==> src/rtl/platform_field.sv <==
// Platform table for a vertical scroller: per-frame scroll/respawn,
// doodle landing detection, and a registered platform pixel mask.
module platform_field #(
  parameter int N_PLAT      = 8,
  parameter int PLAT_W      = 60,
  parameter int PLAT_H      = 10,
  parameter int DOODLE_W    = 40,
  parameter int SCROLL_LINE = 300,
  parameter int MAX_SCROLL  = 15
) (
  input  logic            clk,
  input  logic            rst,
  input  logic            frame_start,
  input  logic [10:0]     beam_x,
  input  logic [9:0]      beam_y,
  input  logic [10:0]     doodle_x,
  input  logic [9:0]      doodle_y,
  input  logic            doodle_falling,
  output logic            collision,
  output logic [9:0]      landed_y,
  output logic            pixel_on,
  output logic [2:0][3:0] color,
  output logic [15:0]     score
);

  localparam int IW = (N_PLAT > 1) ? $clog2(N_PLAT) : 1;
  localparam logic [IW-1:0] LAST = IW'(N_PLAT - 1);
  localparam logic [11:0] PW12 = 12'(PLAT_W);
  localparam logic [11:0] DW12 = 12'(DOODLE_W);
  localparam logic [10:0] PH11 = 11'(PLAT_H);
  localparam logic [9:0]  SL10 = 10'(SCROLL_LINE);
  localparam logic [9:0]  MS10 = 10'(MAX_SCROLL);

  typedef enum logic [1:0] {
    IDLE,
    SCROLL,
    COLLIDE
  } state_t;

  state_t        state_q, state_d;
  logic [IW-1:0] i_q, i_d;
  logic [9:0]    s_q, s_calc;
  logic [15:0]   lfsr_q;
  logic [15:0]   score_q;
  logic [16:0]   score_sum;
  logic          hit_q, hit_d, prev_hit, m;
  logic [9:0]    hy_q, hy_d;
  logic          collision_q;
  logic [9:0]    landed_q;
  logic          pix_q, pix_d;
  logic [10:0]   px_q [N_PLAT];
  logic [9:0]    py_q [N_PLAT];
  logic [10:0]   cur_px, px_new, r;
  logic [9:0]    cur_py, py_new, diff;
  logic [10:0]   py_sum;
  logic          scroll_last, collide_last;

  assign cur_px = px_q[i_q];
  assign cur_py = py_q[i_q];
  assign r      = lfsr_q[10:0];

  assign scroll_last  = (state_q == SCROLL) && (i_q == LAST);
  assign collide_last = (state_q == COLLIDE) && (i_q == LAST);

  // Scroll amount derived from how far the doodle is above the line
  always_comb begin
    diff   = SL10 - doodle_y;
    s_calc = '0;
    if (doodle_y < SL10) s_calc = (diff > MS10) ? MS10 : diff;
  end

  // Scrolled position of the current entry and its respawn column
  always_comb begin
    py_sum = {1'b0, cur_py} + {1'b0, s_q};
    py_new = py_sum[9:0];
    px_new = cur_px;
    if (py_sum >= 11'd720) begin
      py_new = 10'(py_sum - 11'd720);
      px_new = (r < 11'd1220) ? r : (r - 11'd1024);
    end
  end

  // Landing test for the current entry; lowest index keeps priority
  always_comb begin
    m = doodle_falling
      && (({1'b0, doodle_x} + DW12) > {1'b0, cur_px})
      && ({1'b0, doodle_x} < ({1'b0, cur_px} + PW12))
      && (cur_py <= doodle_y)
      && ({1'b0, doodle_y} < ({1'b0, cur_py} + PH11));
    prev_hit = (i_q == '0) ? 1'b0 : hit_q;
    hit_d    = prev_hit | m;
    hy_d     = prev_hit ? hy_q : (m ? cur_py : '0);
  end

  // Beam hit test against every table entry
  always_comb begin
    pix_d = 1'b0;
    for (int k = 0; k < N_PLAT; k++) begin
      if ((px_q[k] <= beam_x)
          && ({1'b0, beam_x} < ({1'b0, px_q[k]} + PW12))
          && (py_q[k] <= beam_y)
          && ({1'b0, beam_y} < ({1'b0, py_q[k]} + PH11)))
        pix_d = 1'b1;
    end
  end

  assign score_sum = {1'b0, score_q} + {7'b0, s_q};

  // Next-state and entry index sequencing
  always_comb begin
    state_d = state_q;
    i_d     = i_q;
    unique case (state_q)
      IDLE: begin
        if (frame_start) begin
          state_d = SCROLL;
          i_d     = '0;
        end
      end
      SCROLL: begin
        if (i_q == LAST) begin
          state_d = COLLIDE;
          i_d     = '0;
        end else begin
          i_d = i_q + 1'b1;
        end
      end
      COLLIDE: begin
        if (i_q == LAST) begin
          state_d = IDLE;
          i_d     = '0;
        end else begin
          i_d = i_q + 1'b1;
        end
      end
      default: begin
        state_d = IDLE;
        i_d     = '0;
      end
    endcase
  end

  // Control, LFSR, score and result registers
  always_ff @(posedge clk or negedge rst) begin
    if (!rst) begin
      state_q     <= IDLE;
      i_q         <= '0;
      s_q         <= '0;
      lfsr_q      <= 16'hACE1;
      score_q     <= '0;
      hit_q       <= 1'b0;
      hy_q        <= '0;
      collision_q <= 1'b0;
      landed_q    <= '0;
      pix_q       <= 1'b0;
    end else begin
      state_q <= state_d;
      i_q     <= i_d;
      lfsr_q  <= {lfsr_q[14:0],
                  lfsr_q[15] ^ lfsr_q[13] ^ lfsr_q[12] ^ lfsr_q[10]};
      pix_q   <= pix_d;
      if (state_q == IDLE && frame_start) s_q <= s_calc;
      if (scroll_last)
        score_q <= score_sum[16] ? 16'hFFFF : score_sum[15:0];
      if (state_q == COLLIDE) begin
        hit_q <= hit_d;
        hy_q  <= hy_d;
      end
      if (collide_last) begin
        collision_q <= hit_d;
        landed_q    <= hy_d;
      end
    end
  end

  // Platform table: staggered reset layout, one entry scrolled per cycle
  always_ff @(posedge clk or negedge rst) begin
    if (!rst) begin
      for (int k = 0; k < N_PLAT; k++) begin
        py_q[k] <= 10'(700 - 90 * k);
        px_q[k] <= 11'((40 + 157 * k) % 1220);
      end
    end else if (state_q == SCROLL) begin
      for (int k = 0; k < N_PLAT; k++) begin
        if (i_q == IW'(k)) begin
          py_q[k] <= py_new;
          px_q[k] <= px_new;
        end
      end
    end
  end

  assign collision = collision_q;
  assign landed_y  = landed_q;
  assign score     = score_q;
  assign pixel_on  = pix_q;
  assign color     = pix_q ? {4'h2, 4'hB, 4'h2} : '0;

endmodule

==> config.mk <==
export PLATFORM = sky130hd
export DESIGN_NAME = platform_field
export DESIGN_NICKNAME = d
export VERILOG_FILES = /design/src/rtl/platform_field.sv
export SDC_FILE = /design/constraint.sdc
export NUM_CORES = 1
export LEC_CHECK = 0
export BUFFER_PORTS_ARGS = -buffer_cell sky130_fd_sc_hd__buf_4
export CAP_MARGIN = 20
export CORE_UTILIZATION = 45
export DETAILED_ROUTE_END_ITERATION = 8
export GPL_ROUTABILITY_DRIVEN = 0
export PLACE_DENSITY = 0.69
export SLEW_MARGIN = 20
export SYNTH_ARGS = -nofsm -noshare
export SYNTH_HDL_FRONTEND = slang
export SYNTH_SLANG_ARGS = --single-unit
==> constraint.sdc <==
create_clock -name clk -period 8.23 [get_ports clk]
set_input_delay 0.4115 -clock clk [delete_from_list [all_inputs] [get_ports clk]]
set_output_delay 0.4115 -clock clk [all_outputs]
set_load 0.03 [all_outputs]
# After elaboration in Yosys (flattened, before gate mapping)
# Cells that the tools add are included.
# Widths: inputs -> output; s select.
# classes
addsub	25
order_cmp	41
eq_ne	12
n_mux	31
bitwise_logic	5
reduce_logical	43
# ops
op	n
$add 11x6->12 const B	10
$lt 11x12->1	9
$add 10x4->11 const B	9
$lt 10x11->1	9
$le 10x10->1	9
$le 11x11->1	8
$mux 10	8
$mux 11	4
$bmux 11 s3	1
$logic_and 1x1->1	31
$bmux 10 s3	1
$add 16x10->17	1
$mux 16	1
$reduce_and 2->1	8
$eq 3x3->1 const B	4
$gt 12x11->1	1
$add 10x10->11	1
$ge 11x10->1 const B	1
$lt 11x11->1 const B	1
$sub 11x11->11 const B	1
$gt 10x4->1 const B	1
$lt 10x9->1 const B	1
$sub 10x10->10 const B	1
$sub 9x10->10 const A	1
other kinds (20)	35
# word_totals
ff_bits	238
in_bits	46
output_inout_bits	40
elab_cells	183

# Depth between registers and ports, before layout
# depth
depth_word	13
mapped_depth	23
depth_no_buf	17

# Worst setup path before layout
# OpenSTA, ideal clock, no wires.
# synth_timing
path_type	register to register
start	register i_q[0]
end	register py_q[35] (netlist name)
setup_time_ns	0.134
arrival_time_ns	4.942
t_required_ns	8.096
slack_ns	3.153
path_stages_with_launch	23
n_path_buf	6
synth_period_minus_slack_ns	5.077
cell_sequence	dfrtp_1 buf_6 buf_6 buf_4 buf_4 buf_2 mux4_2 o21ai_1 ha_1 inv_1 fa_1 and2b_1 o22ai_1 xnor2_1 ha_1 and4b_1 a211o_1 o31ai_4 a21oi_4 nor2_4 buf_12 mux2i_2 o21ai_1
# synth_via
elab_chain_len	7
word_cells_on_any_way	10
classes_between	add/sub: 2; order compare: 1; eq/ne: 1; mux: 4; bitwise: 1; reduce/logical: 1
# synth_rtl
item	line	text
from (decl)	41	logic [IW-1:0] i_q, i_d;
from (signal assigned)	158	i_q <= i_d;
$not 3->4 (implied by the code)	59	assign cur_py = py_q[i_q];
$bmux 10 s3	59	
$mux 10 (implied by the code) (2 in series)	59	
$add 10x10->11	74	py_sum = {1'b0, cur_py} + {1'b0, s_q};
$sub 10x10->10 or $ge 11x10->1 (tied branches)	78, 77	
$mux 10	77	if (py_sum >= 11'd720) begin
to (signal, indexed assignment)	180	py_q[k] <= 10'(700 - 90 * k);
to (signal, indexed assignment)	186	py_q[k] <= py_new;
to (decl)	52	logic [9:0] py_q [N_PLAT];
# Parallel ways exist; a longest one is shown, timed or not. The select of a mux whose other input is x is not followed.
# A chain may end at the register's enable or synchronous reset.

# Worst setup path in the final report
# layout_timing
start	register i_q[1]
end	register py_q[35] (netlist name)
# Same word-level chain as after synthesis.

==> run metrics <==
Clock Path Buffers 3; FF-to-FF Start i_q[1]; clock latency on the worst-skew pair 0.57 ns; f_max 176 MHz; clk_skew 0.0160 ns; Routed WL 71000 um; WP data arrival 6.12 ns; Core Region 0.0492 sq mm; setup bufs post-CTS 0; crit start category flop; Clk pwr share 24.8%; sequential area share after synthesis 26.9%; post-cts gate resize count 0; layout cells sized above 1 12.5%; worst reg-to-reg setup slack 2.55 ns; ys async rst share 100%; WHS Endpoint s_q[0]; hpwl dp 54400 um; clock-pin slew on the worst setup and hold paths 0.06 ns; Synth top area share 23.8%; Starting Density 45.8%; Flop pwr share 34.0%; routed length per instance 22.1 um; most common cell after layout, fill and taps aside ha_1; CTS Buf Count 27; largest net degree at the start of global routing 104; DIE HEIGHT 226 um; RSZ-0062 raised after global routing false; Hold Crit Start doodle_y[0]; hold depth 3; critical path fanouts, max 25; crit share post-route 69.0%; via count 19600; clock sinks 238; 1st-iter DRT viols 1662; VDD IR max 0.175 mV; sw frac 42.0%; cell count after synthesis 2478; synth top area cells ha_1, dfrtp_1, dfstp_2; num ports 86; final hold violation count 0; CTS tree done; First-pass DRT Iterations 6; CP endpoint kind flop; Tightest Pin Transition 1.11 ns; hold slack 0.139 ns; Seq cells post-synth 238; DRC viols 0; antenna violations before repair 0; num rows 81; Crit Path Category reg -> reg; EDFF count, synth 0; most frequent cells in the layout ha_1, nand2_1, o21ai_0; drt via density 6.11; CTS root buf clkbuf_16; top_reg_cell synth dfrtp_1; yosys warns 0; Min Clock Period, post-route 5.68 ns; run status finished clean; Max-slew headroom 25.5%; antenna-violating nets left 0; Cell Pwr Density 190 mW/mm^2; Mapped Area 0.0225 sq mm; critical path data required time 8.66 ns; maximum capacitance violations 0; Setup TNS 0 ns; post-synth top area cell ha_1; PortBufs 78; synthesis-to-finish area growth 8.87%; H-tree depth 1; vias in the first global route 19000; # diodes 0; Reg2Reg Depth 17; Hold Buf Count CTS 1; reg2reg end py_q[35]; NetSw 1950 uW; # setup viols final 0; Die W 226 um; Hold Crit Class in -> reg; synth unique cells 92; GRT overflow 0; full die area 0.0509 sq mm; Pleak 0.0109 uW; P_int 2700 uW; gr usage total 28.1%; Comb pwr share 41.2%; Max Slew Vio Count 0; nets 3003; first-pass GRT wire length 110000 um; syn avg cell area 9.08 sq um
## power groups by stage
stage               clock [uW]  sequential, uW  combinational, uW
finish                    1150            1580               1920
global route              1210            1590               2130
CTS                       1170            1570               1890
detailed placement           0            1590               1880
global placement             0            1580               1810
floorplan                    0            1470               1360
## metal layers
metal / share of wire [%] / vias to the layer above / global-route usage, %
li1: - / 9106 / -
met1: 42 / 9423 / 37.5
met2: 45 / 858 / 44.6
met3: 7.3 / 239 / 3.46
met4: 6.1 / 0 / 14.7
met5: 0 / - / 0
## stage by stage
stage | instances | setup slack [ns] | utilization (%) | power (uW) | area, sq um
2_1_floorplan | 2484 | 3.15 | - | 2820 | 22500
3_3_place_gp | 3161 | 2.76 | 48.1 | 3390 | 23700
3_5_place_dp | 3161 | 2.68 | 48.1 | 3470 | 23700
4_1_cts | 3210 | 2.66 | 49.8 | 4630 | 24500
5_1_grt | 3210 | 2.25 | 49.8 | 4930 | 24500
6_report | 3210 | 2.55 | 49.8 | 4650 | 24500
## how the worst max path moves through the flow
stage                 from        to
floorplan           i_q[0]  py_q[35]
global placement    i_q[0]   py_q[5]
detailed placement  i_q[0]  py_q[35]
CTS                 i_q[0]  py_q[35]
global route        i_q[0]  py_q[35]
finish              i_q[1]  py_q[35]
## critical path, stage by stage (launching register included)
cell	delay, ns
dfrtp_2	0.83
buf_4	0.48
mux4_2	0.39
nand2_1	0.08
nand2_1	0.21
ha_1	0.40
o21ai_0	0.10
clkinv_1	0.12
a32oi_1	0.34
inv_1	0.12
ha_1	0.21
and4b_1	0.17
a211o_1	0.32
o31ai_4	0.09
a21oi_4	0.12
nor2_4	0.87
mux2i_2	0.52
o21ai_1	0.14
## cells in the mapped netlist (48+ instances only)
library cell / count
ha_1: 428
clkbuf_1: 52
xor2_1: 83
inv_1: 130
nor2_1: 99
dfrtp_1: 154
dfstp_2: 84
o21ai_0: 159
nand4_1: 48
o21ai_1: 138
nand3_1: 63
a21oi_1: 137
nand2_1: 325
xnor2_1: 71
## cells by family (layout without fill, tap and decap cells)
logic type,Yosys count,after routing,synth area share [%]
DFF,238,238,26.9
adders and majority gates,430,430,24.0
muxes,79,79,6.58
other,1,7,0.0167
xor gates and xnor gates,155,155,6.07
and+or+nand+nor,695,695,14.4
buffers and inverters,215,277,4.10
AOI/OAI and AO/OA,665,665,17.9
## area by class of cell
type / instances / area [sq um]
fill: 4540 / 24700
multi-input combinational: 2031 / 15500
sequential: 238 / 6060
tap: 664 / 831
clock buffer: 38 / 757
timing repair buffer: 96 / 731
inverter: 133 / 502
clock inverter: 10 / 73.8
## sequential cells by signal, summed over array words and instances, names as in the netlist
| name | flops |
|---|---|
| s_q | 10 |
| hy_q | 10 |
| collision | 1 |
| i_q | 3 |
| pixel_on | 1 |
| px_q | 88 |
| hit_q | 1 |
| score | 16 |
| state_q | 2 |
| landed_y | 10 |
| py_q | 80 |
| lfsr_q | 16 |
(Power assumes the default switching activity.)
